`config.mk`:
```
export PLATFORM = sky130hd
export DESIGN_NAME = timer_ctrl
export DESIGN_NICKNAME = d
export VERILOG_FILES = /design/src/rtl/timer_ctrl.sv
export SDC_FILE = /design/constraint.sdc
export NUM_CORES = 1
export LEC_CHECK = 0
export CAP_MARGIN = 20
export CELL_PAD_IN_SITES_DETAIL_PLACEMENT = 1
export CELL_PAD_IN_SITES_GLOBAL_PLACEMENT = 1
export CORE_ASPECT_RATIO = 0.9
export CORE_MARGIN = 2
export CORE_UTILIZATION = 43
export DETAILED_ROUTE_END_ITERATION = 12
export PLACE_DENSITY_LB_ADDON = 0.1
export REMOVE_ABC_BUFFERS = 1
export SYNTH_ARGS = -nofsm -noshare
export SYNTH_HDL_FRONTEND = slang
export SYNTH_SLANG_ARGS = --single-unit
export TNS_END_PERCENT = 5
```
`constraint.sdc`:
```
create_clock -name clk -period 4.4 [get_ports clk]
set_input_delay 0.88 -clock clk [delete_from_list [all_inputs] [get_ports clk]]
set_output_delay 0.88 -clock clk [all_outputs]
set_load 0.005 [all_outputs]
```
`src/rtl/timer_ctrl.sv`:
```
// timer_ctrl: memory-mapped compare timer with one-shot and auto-reload modes.
// A WIDTH-bit up-counter advances on tick_en while running and raises a level
// interrupt when it matches the compare register.
module timer_ctrl #(
   parameter int unsigned WIDTH = 32
) (
   input  logic             clk,
   input  logic             rst,
   input  logic             tick_en,
   input  logic             cfg_we,
   input  logic [1:0]       cfg_addr,
   input  logic [WIDTH-1:0] cfg_wdata,
   output logic [WIDTH-1:0] cfg_rdata,
   output logic             irq,
   output logic             running
);

   localparam logic [1:0] ADDR_CTRL   = 2'd0;
   localparam logic [1:0] ADDR_CMP    = 2'd1;
   localparam logic [1:0] ADDR_COUNT  = 2'd2;
   localparam logic [1:0] ADDR_STATUS = 2'd3;

   typedef enum logic [1:0] {
      S_IDLE = 2'd0,
      S_RUN  = 2'd1,
      S_HALT = 2'd2
   } state_t;

   state_t           state_q, state_d;
   logic [WIDTH-1:0] count_q, count_d;
   logic [WIDTH-1:0] cmp_q, cmp_d;
   logic             en_q, en_d;
   logic             auto_q, auto_d;
   logic             ie_q, ie_d;
   logic             expired_q, expired_d;
   logic             irq_q;
   logic             running_q;

   logic             tick_run;
   logic             match;
   logic             set_exp;
   logic             clr_exp;

   // Next-state: tick processing first, then register writes override it.
   always_comb begin
      state_d   = state_q;
      count_d   = count_q;
      cmp_d     = cmp_q;
      en_d      = en_q;
      auto_d    = auto_q;
      ie_d      = ie_q;
      expired_d = expired_q;

      tick_run = (state_q == S_RUN) && tick_en;
      match    = (count_q == cmp_q);
      set_exp  = tick_run && match;
      clr_exp  = cfg_we && (cfg_addr == ADDR_STATUS) && cfg_wdata[0];

      // Compare always sees the pre-write cmp and pre-increment count.
      if (tick_run) begin
         if (match) begin
            if (auto_q) begin
               count_d = '0;
            end else begin
               state_d = S_HALT;
               en_d    = 1'b0;
            end
         end else begin
            count_d = count_q + WIDTH'(1);
         end
      end

      // A new expiry beats a simultaneous write-1-to-clear.
      if (set_exp) begin
         expired_d = 1'b1;
      end else if (clr_exp) begin
         expired_d = 1'b0;
      end

      if (cfg_we) begin
         case (cfg_addr)
            ADDR_CTRL: begin
               en_d   = cfg_wdata[0];
               auto_d = cfg_wdata[1];
               ie_d   = cfg_wdata[2];
               if (!cfg_wdata[0]) begin
                  state_d = S_IDLE;
                  count_d = count_q;
               end else if (state_q == S_HALT) begin
                  state_d = S_RUN;
                  count_d = '0;
               end else begin
                  state_d = S_RUN;
               end
            end
            ADDR_CMP:   cmp_d   = cfg_wdata;
            ADDR_COUNT: count_d = cfg_wdata;
            default: ;
         endcase
      end
   end

   // State and register update with synchronous reset.
   always_ff @(posedge clk) begin
      if (rst) begin
         state_q   <= S_IDLE;
         count_q   <= '0;
         cmp_q     <= '0;
         en_q      <= 1'b0;
         auto_q    <= 1'b0;
         ie_q      <= 1'b0;
         expired_q <= 1'b0;
         irq_q     <= 1'b0;
         running_q <= 1'b0;
      end else begin
         state_q   <= state_d;
         count_q   <= count_d;
         cmp_q     <= cmp_d;
         en_q      <= en_d;
         auto_q    <= auto_d;
         ie_q      <= ie_d;
         expired_q <= expired_d;
         irq_q     <= expired_d & ie_d;
         running_q <= (state_d == S_RUN);
      end
   end

   // Zero-latency register readback.
   always_comb begin
      cfg_rdata = '0;
      case (cfg_addr)
         ADDR_CTRL:   cfg_rdata = WIDTH'({ie_q, auto_q, en_q});
         ADDR_CMP:    cfg_rdata = cmp_q;
         ADDR_COUNT:  cfg_rdata = count_q;
         ADDR_STATUS: cfg_rdata = WIDTH'(expired_q);
         default:     cfg_rdata = '0;
      endcase
   end

   assign irq     = irq_q;
   assign running = running_q;

endmodule
```
# Word-level counts from Yosys, hierarchy flattened
# Cells that the tools add are included.
[word_totals]
elab_cells = 49
reg_bits = 72
in_bits = 38
[op_classes]
n_addsub = 1
bitwise_logic = 1
n_eq_ne = 8
muxes = 23
n_reduce_logical = 7
[ops]
columns = ["cell", "n"]
rows = [
  ["$mux W32", 6],
  ["$pmux W32 S4", 1],
  ["$pmux W32 S2", 1],
  ["$add A32 B1 Y32 const B", 1],
  ["$eq A32 B32 Y1", 1],
  ["$mux W1", 10],
  ["$mux W2", 5],
  ["$eq A2 B1 Y1 const B", 3],
  ["$eq A2 B2 Y1 const B", 3],
  ["$logic_and A1 B1 Y1", 4],
  ["$reduce_and A2 Y1", 2],
  ["$ne A3 B3 Y1 const B", 1],
  ["$logic_not A2 Y1", 1],
  ["$and A1 B1 Y1", 1],
]

# Depth between registers and ports, before layout
# Gate-level depths: netlist (run 1).
[depth]
depth_word = 7
mapped_depth = 9
mapped_depth_nobuf = 7

# Worst setup path before layout (run 1)
# Ideal clock, no wire load.
[synth_timing]
path_kind = "in2out"
startpoint = "in cfg_addr[0]"
endpoint = "out cfg_rdata[15]"
slack_ps = 1326
cell_stages = 5
arrival_ps = 2194
path_cell_list = "clkbuf_1 nor2b_1 clkbuf_1 clkbuf_1 a22o_1"
[synth_via]
elab_chain_len = 2
elab_cells_between_ends = 5
[synth_rtl]
columns = ["item", "line_no", "rtl"]
rows = [
  ["start: declaration", "11", "input logic [1:0] cfg_addr,"],
  ["$eq A2 B2 Y1, or another cell as far along", "131", "case (cfg_addr)"],
  ["$pmux W32 S4 *", "131", ""],
  ["end: declaration", "13", "output logic [WIDTH-1:0] cfg_rdata,"],
]
# Mark *: on every way between the ends. The rest lies on a longest branch, timed or not.

# Worst setup path in the final report (run 1)
[layout_timing]
startpoint = "in cfg_addr[0]"
endpoint = "out cfg_rdata[31]"
# The elaborated chain is that of the path after synthesis.

==> impl_metrics.csv, run 1 <==
group,metric,value,unit
status,status,"finished, final reports clean",
die,die-width,114,um
worst_setup_path,path_cells,"clkdlybuf4s50_1 > nor2b_2 > buf_4 > a22o_1 > clkdlybuf4s50_1",
yosys,synth_seq_cells,72,
worst_setup_path,startpoint_type,"primary input",
global_routing,grt_start_max_net_pins,43,
worst_hold_path,whs_path_depth,2,
drt,vias,5072,
timing,fin_tns_setup,0,ns
yosys,async_flop_share,0,
clocking,cts.sinks,72,
global_routing,grt_pass1_wl,28500,um
yosys,synth_common_cells,"107 x nand2_1, 72 x dfxtp_1, 54 x a21oi_1",
clocking,cts_made_buffers,9,
global_routing,use_met2,0.541,
timing,slew_viol_final,0,
die,die_area,11600,sq um
clocking,htree_levels,3,
yosys,synth_top_area_cell,"dfxtp_1",
power,power.density,316,nW/um^2
worst_hold_path,hold_class,"flip-flop to flip-flop",
worst_setup_path,critPathRequiredTime,3.52,ns
worst_setup_path,cp-end-kind,"output port",
yosys,ys_seq_area_frac,0.311,
yosys,synth_most_common_cell,"nand2_1",
clocking,cts_max_path_buffers,2,
cells_and_area,stdcell_area,5700,sq um
timing,period_share,0.869,
worst_setup_path,reg2reg_slack,1.13,ns
timing,slew_headroom,0.368,
worst_hold_path,hold_start,"ie_q",
worst_setup_path,crit_arrival,2.94,ns
global_routing,first_global_vias,5186,
clocking,cts-root-buf,"clkbuf_16",
yosys,synth_edf_count,0,
clocking,cts_setup_buffers,0,
drt,drtIter0Drc,308,
power,p_leak,2.04,nW
drt,wire_per_inst,23.2,um
power,vdd_drop_max,0.000220,V
yosys,yosys.area.top_type_share,0.311,
yosys,synth-main-ff-cell,"dfxtp_1",
flow_run,cap_violations,0,
timing,tightestPinTransition,0.944,ns
clocking,clk_pin_slew,0.06,ns
worst_setup_path,slowest_stage,"clkdlybuf4s50_1",
global_routing,antenna_found_initial,0,
clocking,cts_resized,0,
cells_and_area,multi_input_area,2890,sq um
yosys,synth_cells,597,
drt,wl,18000,um
clocking,worstSkewPairLatency,0.35,ns
global_routing,overflow,0,
worst_setup_path,critPathKind,"primary input to output port",
timing,fin_crit,3.82,ns
power,power,1.80,mW
global_routing,grt_use_total,0.319,
drt,ant_nets,0,
timing,skew,0.00943,ns
die,std_cell_rows,35,
die,start_util,0.447,
yosys,netlist_top_cells_area,"dfxtp_1 31%, nand2_1 8.7%, xor2_1 6.4%, a21oi_1 5.8%, a22o_1 5.7%",
worst_setup_path,slowest_delay,0.71,ns
timing,fmaxAchievable,0.262,GHz
placement,dpl-instance-area,5380,sq um
drt,route.detailed.drc,0,
yosys,avgSynthCellArea,7.78,sq um
die,core,10400,sq um
global_routing,busiest_layer,"met2",
drt,drtPass1Iterations,5,
timing,hold_viol,0,
drt,via_per_inst,6.55,
cells_and_area,drive_gt1_frac,0.0837,
die,die_y,103,um
worst_hold_path,hold_end,"ie_q",
yosys,synth_area,4640,sq um
cells_and_area,post-route-util,0.549,
worst_setup_path,crit_top_cell,"clkdlybuf4s50_1",
placement,routabilityCongestion,0.916,
die,pin_count,72,
placement,io_buffers,71,
global_routing,global_route.usage.met1,0.409,
cells_and_area,synthToLayoutAreaGrowth,22.9,%
worst_setup_path,r2r_end,"count_q[2]",
yosys,yosys_warnings,0,
global_routing,grtUsageMet3,0.0558,
yosys,synth_cell_types,67,
placement,dpl.hpwl,12400,um
clocking,cts_tree,"yes",
cells_and_area,n_antenna_cell,0,
timing,setup_viol,0,
cells_and_area,regArea,1440,sq um
clocking,postCtsHoldBufs,0,
worst_setup_path,ff2ff_path_depth,6,
worst_setup_path,worstReg2RegStart,"count_q[30]",
cells_and_area,layout.nets,679,
worst_setup_path,path_max_fanout,31,
cells_and_area,fillCellCount,1277,
timing,grt_setup_unrepaired,"false",
==> power by group <==
part,internal (mW),switching (mW),leakage [nW],total [mW]
sequential,0.675,0.0383,0.585,0.713
combinational,0.110,0.167,1.30,0.277
clock,0.509,0.303,0.158,0.812
==> worst max-delay path, delay by kind of cell <==
kind / cells / cell delay (ns)
and+or+nand+nor: 1 / 0.23
buffers and inverters: 3 / 1.59
AOI/OAI and AO/OA: 1 / 0.23
==> per-layer routing <==
layer | wire (um) | up-vias
met3 | 1150 | 33
met4 | 483 | 0
met5 | 0 | -
met2 | 8480 | 207
li1 | - | 2322
met1 | 7840 | 2510
==> area by class of cell <==
cell class | count | share of cell area
clock buffer | 10 | 0.0419
clock inverter | 6 | 0.0145
inverter | 14 | 0.00921
multi-input combinational | 454 | 0.506
sequential | 72 | 0.253
tap | 129 | 0.0283
timing repair buffer | 89 | 0.147
==> registers in the layout (all words and copies together) (netlist names) <==
name,flops
auto_q,1
cmp_q,32
count_q,32
en_q,1
expired_q,1
ie_q,1
irq,1
running,1
state_q,2
==> placed cells by master, fill, tap and decap left out, types with 12 or more instances in the layout <==
master,synthesis,final
clkdlybuf4s50_1,0,70
buf_4,4,18
o211ai_1,12,12
nand2_1,107,107
nand4_1,21,21
nor2_1,17,16
nand3_1,13,13
xor2_1,34,34
inv_1,14,14
nor4_1,13,13
a22o_1,30,30
dfxtp_1,72,72
a21oi_1,54,54
==> how the worst max path moves through the flow <==
stage / cells after the start / from / endpoint
finish: 5 / cfg_addr[0] / cfg_rdata[31]
global route: 5 / cfg_addr[0] / cfg_rdata[31]
CTS: 5 / cfg_addr[0] / cfg_rdata[31]
detailed placement: 5 / cfg_addr[0] / cfg_rdata[31]
global placement: 5 / cfg_addr[0] / cfg_rdata[20]
floorplan: 4 / cfg_addr[1] / count_q[9]
==> cells by family after synthesis <==
logic type | Yosys count | synth area share
buf+inv | 71 | 0.0695
compound gates | 184 | 0.291
flops | 72 | 0.311
mux | 4 | 0.0113
xor+xnor | 36 | 0.0679
simple gates | 229 | 0.247
fa+ha+maj | 1 | 0.00269
==> metrics by stage <==
stage | cells | setup slack [ns] | hold WS, ns
5_1_grt | 774 | 0.467 | 0.515
3_5_place_dp | 758 | 0.590 | 0.479
4_1_cts | 774 | 0.563 | 0.485
3_3_place_gp | 758 | 0.699 | 0.456
6_report | 774 | 0.578 | 0.487
2_1_floorplan | 540 | 1.24 | 0.440
No activity file was read; power rests on OpenSTA's default activity.
==> inputs of run 2 (changes only) <==
--- a/config.mk
+++ b/config.mk
@@ -5,15 +5,17 @@
 export SDC_FILE = /design/constraint.sdc
 export NUM_CORES = 1
 export LEC_CHECK = 0
+export ABC_AREA = 1
 export CAP_MARGIN = 20
 export CELL_PAD_IN_SITES_DETAIL_PLACEMENT = 1
 export CELL_PAD_IN_SITES_GLOBAL_PLACEMENT = 1
 export CORE_ASPECT_RATIO = 0.9
 export CORE_MARGIN = 2
-export CORE_UTILIZATION = 43
+export CORE_UTILIZATION = 41
 export DETAILED_ROUTE_END_ITERATION = 12
 export PLACE_DENSITY_LB_ADDON = 0.1
 export REMOVE_ABC_BUFFERS = 1
+export SKIP_LAST_GASP = 1
 export SYNTH_ARGS = -nofsm -noshare
 export SYNTH_HDL_FRONTEND = slang
 export SYNTH_SLANG_ARGS = --single-unit
==> run 2 against run 1 <==
Against the previous run: worst hold slack worse by 0.0058 ns; clock skew shrank 0.0061 ns; critical path depth increased by 2; die area is 9.9% higher; largest cell class unchanged; synthesized area is 5.2% higher; fmax down 6.1%; final area increased by 4.3%; highest routed layer unchanged; critical path type unchanged; global-route usage is 3.3 points lower; cell count grew 28%; total power down 3.8%.
==> impl_metrics.csv, run 2 <==
group,metric,value,unit
worst_hold_path,hold_class,"flip-flop to flip-flop",
yosys,synth_top_family_by_area,"simple AND/OR/NAND/NOR gates",
drt,wl,17600,um
power,vdd_drop_max,0.000215,V
timing,tightestPinTransition,1.01,ns
power,power,1.73,mW
cells_and_area,post-route-util,0.516,
flow_run,cap_violations,0,
yosys,synth-main-ff-cell,"dfxtp_1",
timing,fmaxAchievable,0.246,GHz
global_routing,grtUsageMet3,0.0567,
power,p_leak,2.32,nW
yosys,synth_cells,785,
clocking,cts_tree,"yes",
yosys,synth-simple-area-share,0.315,
yosys,synth_top_area_cell,"dfxtp_1",
timing,fin_tns_setup,0,ns
placement,dpl-instance-area,5640,sq um
cells_and_area,drive_gt1_frac,0.0599,
die,core,11500,sq um
yosys,synth_edf_count,0,
placement,routabilityCongestion,0.876,
power,seqPwrFrac,0.420,
drt,route.detailed.drc,0,
placement,dpl.hpwl,12600,um
timing,hold_viol,0,
placement,dp_cells,975,
global_routing,use_met2,0.488,
power,switching_share,0.301,
yosys,synth_cell_types,37,
timing,skew,0.00337,ns
yosys,netlist_top_cells_area,"dfxtp_1 30%, nand2_1 13%, inv_1 8.1%, o21ai_0 7.8%, nand3_1 7.2%",
yosys,avgSynthCellArea,6.22,sq um
clocking,htree_levels,3,
yosys,synth_most_common_cell,"nand2_1",
clocking,cts-root-buf,"clkbuf_16",
die,die-width,119,um
die,pin_count,72,
global_routing,first_global_vias,5518,
placement,io_buffers,71,
timing,slew_viol_final,0,
drt,wire_per_inst,17.8,um
power,p_int,1.21,mW
timing,period_share,0.925,
clocking,clk_pin_slew,0.06,ns
worst_setup_path,worstReg2RegStart,"count_q[20]",
clocking,worstSkewPairLatency,0.35,ns
yosys,synth_mux_area_frac,0,
cells_and_area,synthToLayoutAreaGrowth,21.9,%
yosys,synthAdderAreaFrac,0.00256,
drt,ant_nets,0,
yosys,synth_compound_area_frac,0.211,
yosys,synth_seq_cells,72,
power,switchingPower,0.522,mW
clocking,cts.sinks,72,
yosys,synth_common_cells,"168 x nand2_1, 106 x inv_1, 76 x o21ai_0",
cells_and_area,reg_top3,"cmp_q: 32 flops, count_q: 32 flops, state_q: 2 flops",
status,status,"finished, final reports clean",
yosys,yosys_warnings,0,
timing,fin_crit,4.07,ns
clocking,cts_made_buffers,9,
cells_and_area,layout_commonest_cell,"nand2_1",
power,p_clk_frac,0.388,
yosys,synth_area,4880,sq um
drt,vias,5454,
timing,setup_ws,0.328,ns
cells_and_area,layout_common_cells,"167 x nand2_1, 106 x inv_1, 76 x o21ai_0, 72 x dfxtp_1, 71 x clkdlybuf4s50_1",
timing,setup_viol,0,
drt,drtIter0Drc,337,
timing,grt_setup_unrepaired,"false",
cells_and_area,stdcell_area,5950,sq um
die,die_area,12800,sq um
global_routing,grt_pass1_wl,28600,um
worst_hold_path,hold_start,"cmp_q[3]",
timing,slew_headroom,0.327,
clocking,cts_resized,0,
global_routing,busiest_layer,"met2",
clocking,postCtsHoldBufs,0,
die,start_util,0.424,
power,power.density,291,nW/um^2
worst_setup_path,critPathKind,"primary input to output port",
power,combPwrFrac,0.191,
worst_setup_path,path_max_fanout,17,
yosys,async_flop_share,0,
global_routing,global_route.usage.met1,0.364,
clocking,cts_max_path_buffers,2,
worst_setup_path,cp-end-kind,"output port",
yosys,yosys.area.top_type_share,0.295,
global_routing,antenna_found_initial,0,
worst_setup_path,crit_arrival,3.19,ns
drt,via_per_inst,5.50,
global_routing,grt_start_max_net_pins,65,
placement,pre_cts_ws,0.330,ns
worst_setup_path,crit_start,"cfg_addr[0]",
cells_and_area,fin_cells,991,
yosys,ys_seq_area_frac,0.295,
timing,whs,0.481,ns
die,die_y,108,um
clocking,cts_setup_buffers,0,
yosys,synthXorXnorAreaFrac,0.0466,
worst_setup_path,ff2ff_path_depth,12,
die,std_cell_rows,37,
cells_and_area,n_antenna_cell,0,
worst_setup_path,startpoint_type,"primary input",
global_routing,grt_use_total,0.286,
cells_and_area,layout.nets,871,
global_routing,overflow,0,
worst_hold_path,whs_path_depth,2,
drt,drtPass1Iterations,5,
worst_setup_path,critPathRequiredTime,3.52,ns
## run 2: cell count changes in the layout (fill, tap and decap cells not counted), sizes merged, moves of 14 or more
cell | before | now
nand3 | 14 | 73
nand2 | 107 | 174
a21oi | 54 | 71
nor2 | 17 | 60
o21ai | 11 | 80
xnor2 | 2 | 20
a22o | 30 | 0
xor2 | 34 | 6
o311ai | 16 | 0
inv | 14 | 111
o22ai | 0 | 32
nor4 | 16 | 2
## run 2: area by class of cell
class / instances / area (sq um)
fillers: 1553 / 5580
multi-input cells: 556 / 2820
flip-flops and latches: 72 / 1440
repair buffers: 80 / 818
inverters: 113 / 424
clock buffers: 13 / 250
well taps: 156 / 195
clock inverters: 1 / 5.00
## run 2: critical path, cell delays in order
cell and delay, ns:
clkdlybuf4s50_1 0.60, inv_1 0.07, nor2_1 0.21, inv_1 0.37, buf_4 0.33, o221ai_1 0.17
clkdlybuf4s50_1 0.56
## run 2: logic make-up (layout without fill, tap and decap cells)
family / count (synthesis) / after routing
flip-flops: 72 / 72
AO/OA/AOI/OAI: 191 / 191
buffers and inverters: 157 / 207
AND/OR/NAND/NOR: 338 / 338
adder cells (fa/ha/maj): 1 / 1
XOR/XNOR: 26 / 26
## run 2: metal layers
metal | routed length [um] | share of wire
met2 | 8680 | 0.49
met1 | 7860 | 0.45
met5 | 0 | 0
met3 | 798 | 0.045
met4 | 295 | 0.017
## run 2: path summary, 6_finish.rpt
check                 endpoint  slack (ns)
hold reg to reg       cmp_q[3]        0.48
setup / recovery  cfg_rdata[2]        0.33
hold / removal        cmp_q[3]        0.48
setup reg to reg    count_q[8]        1.93
## run 2: power groups by stage
stage                     sequential (mW)  clock, mW  combinational [mW]
after floorplan                     0.728          0               0.185
after global placement              0.739          0               0.311
after detailed placement            0.742          0               0.323
after CTS                           0.728      0.687               0.326
after global routing                0.733      0.717               0.366
final                               0.729      0.673               0.332
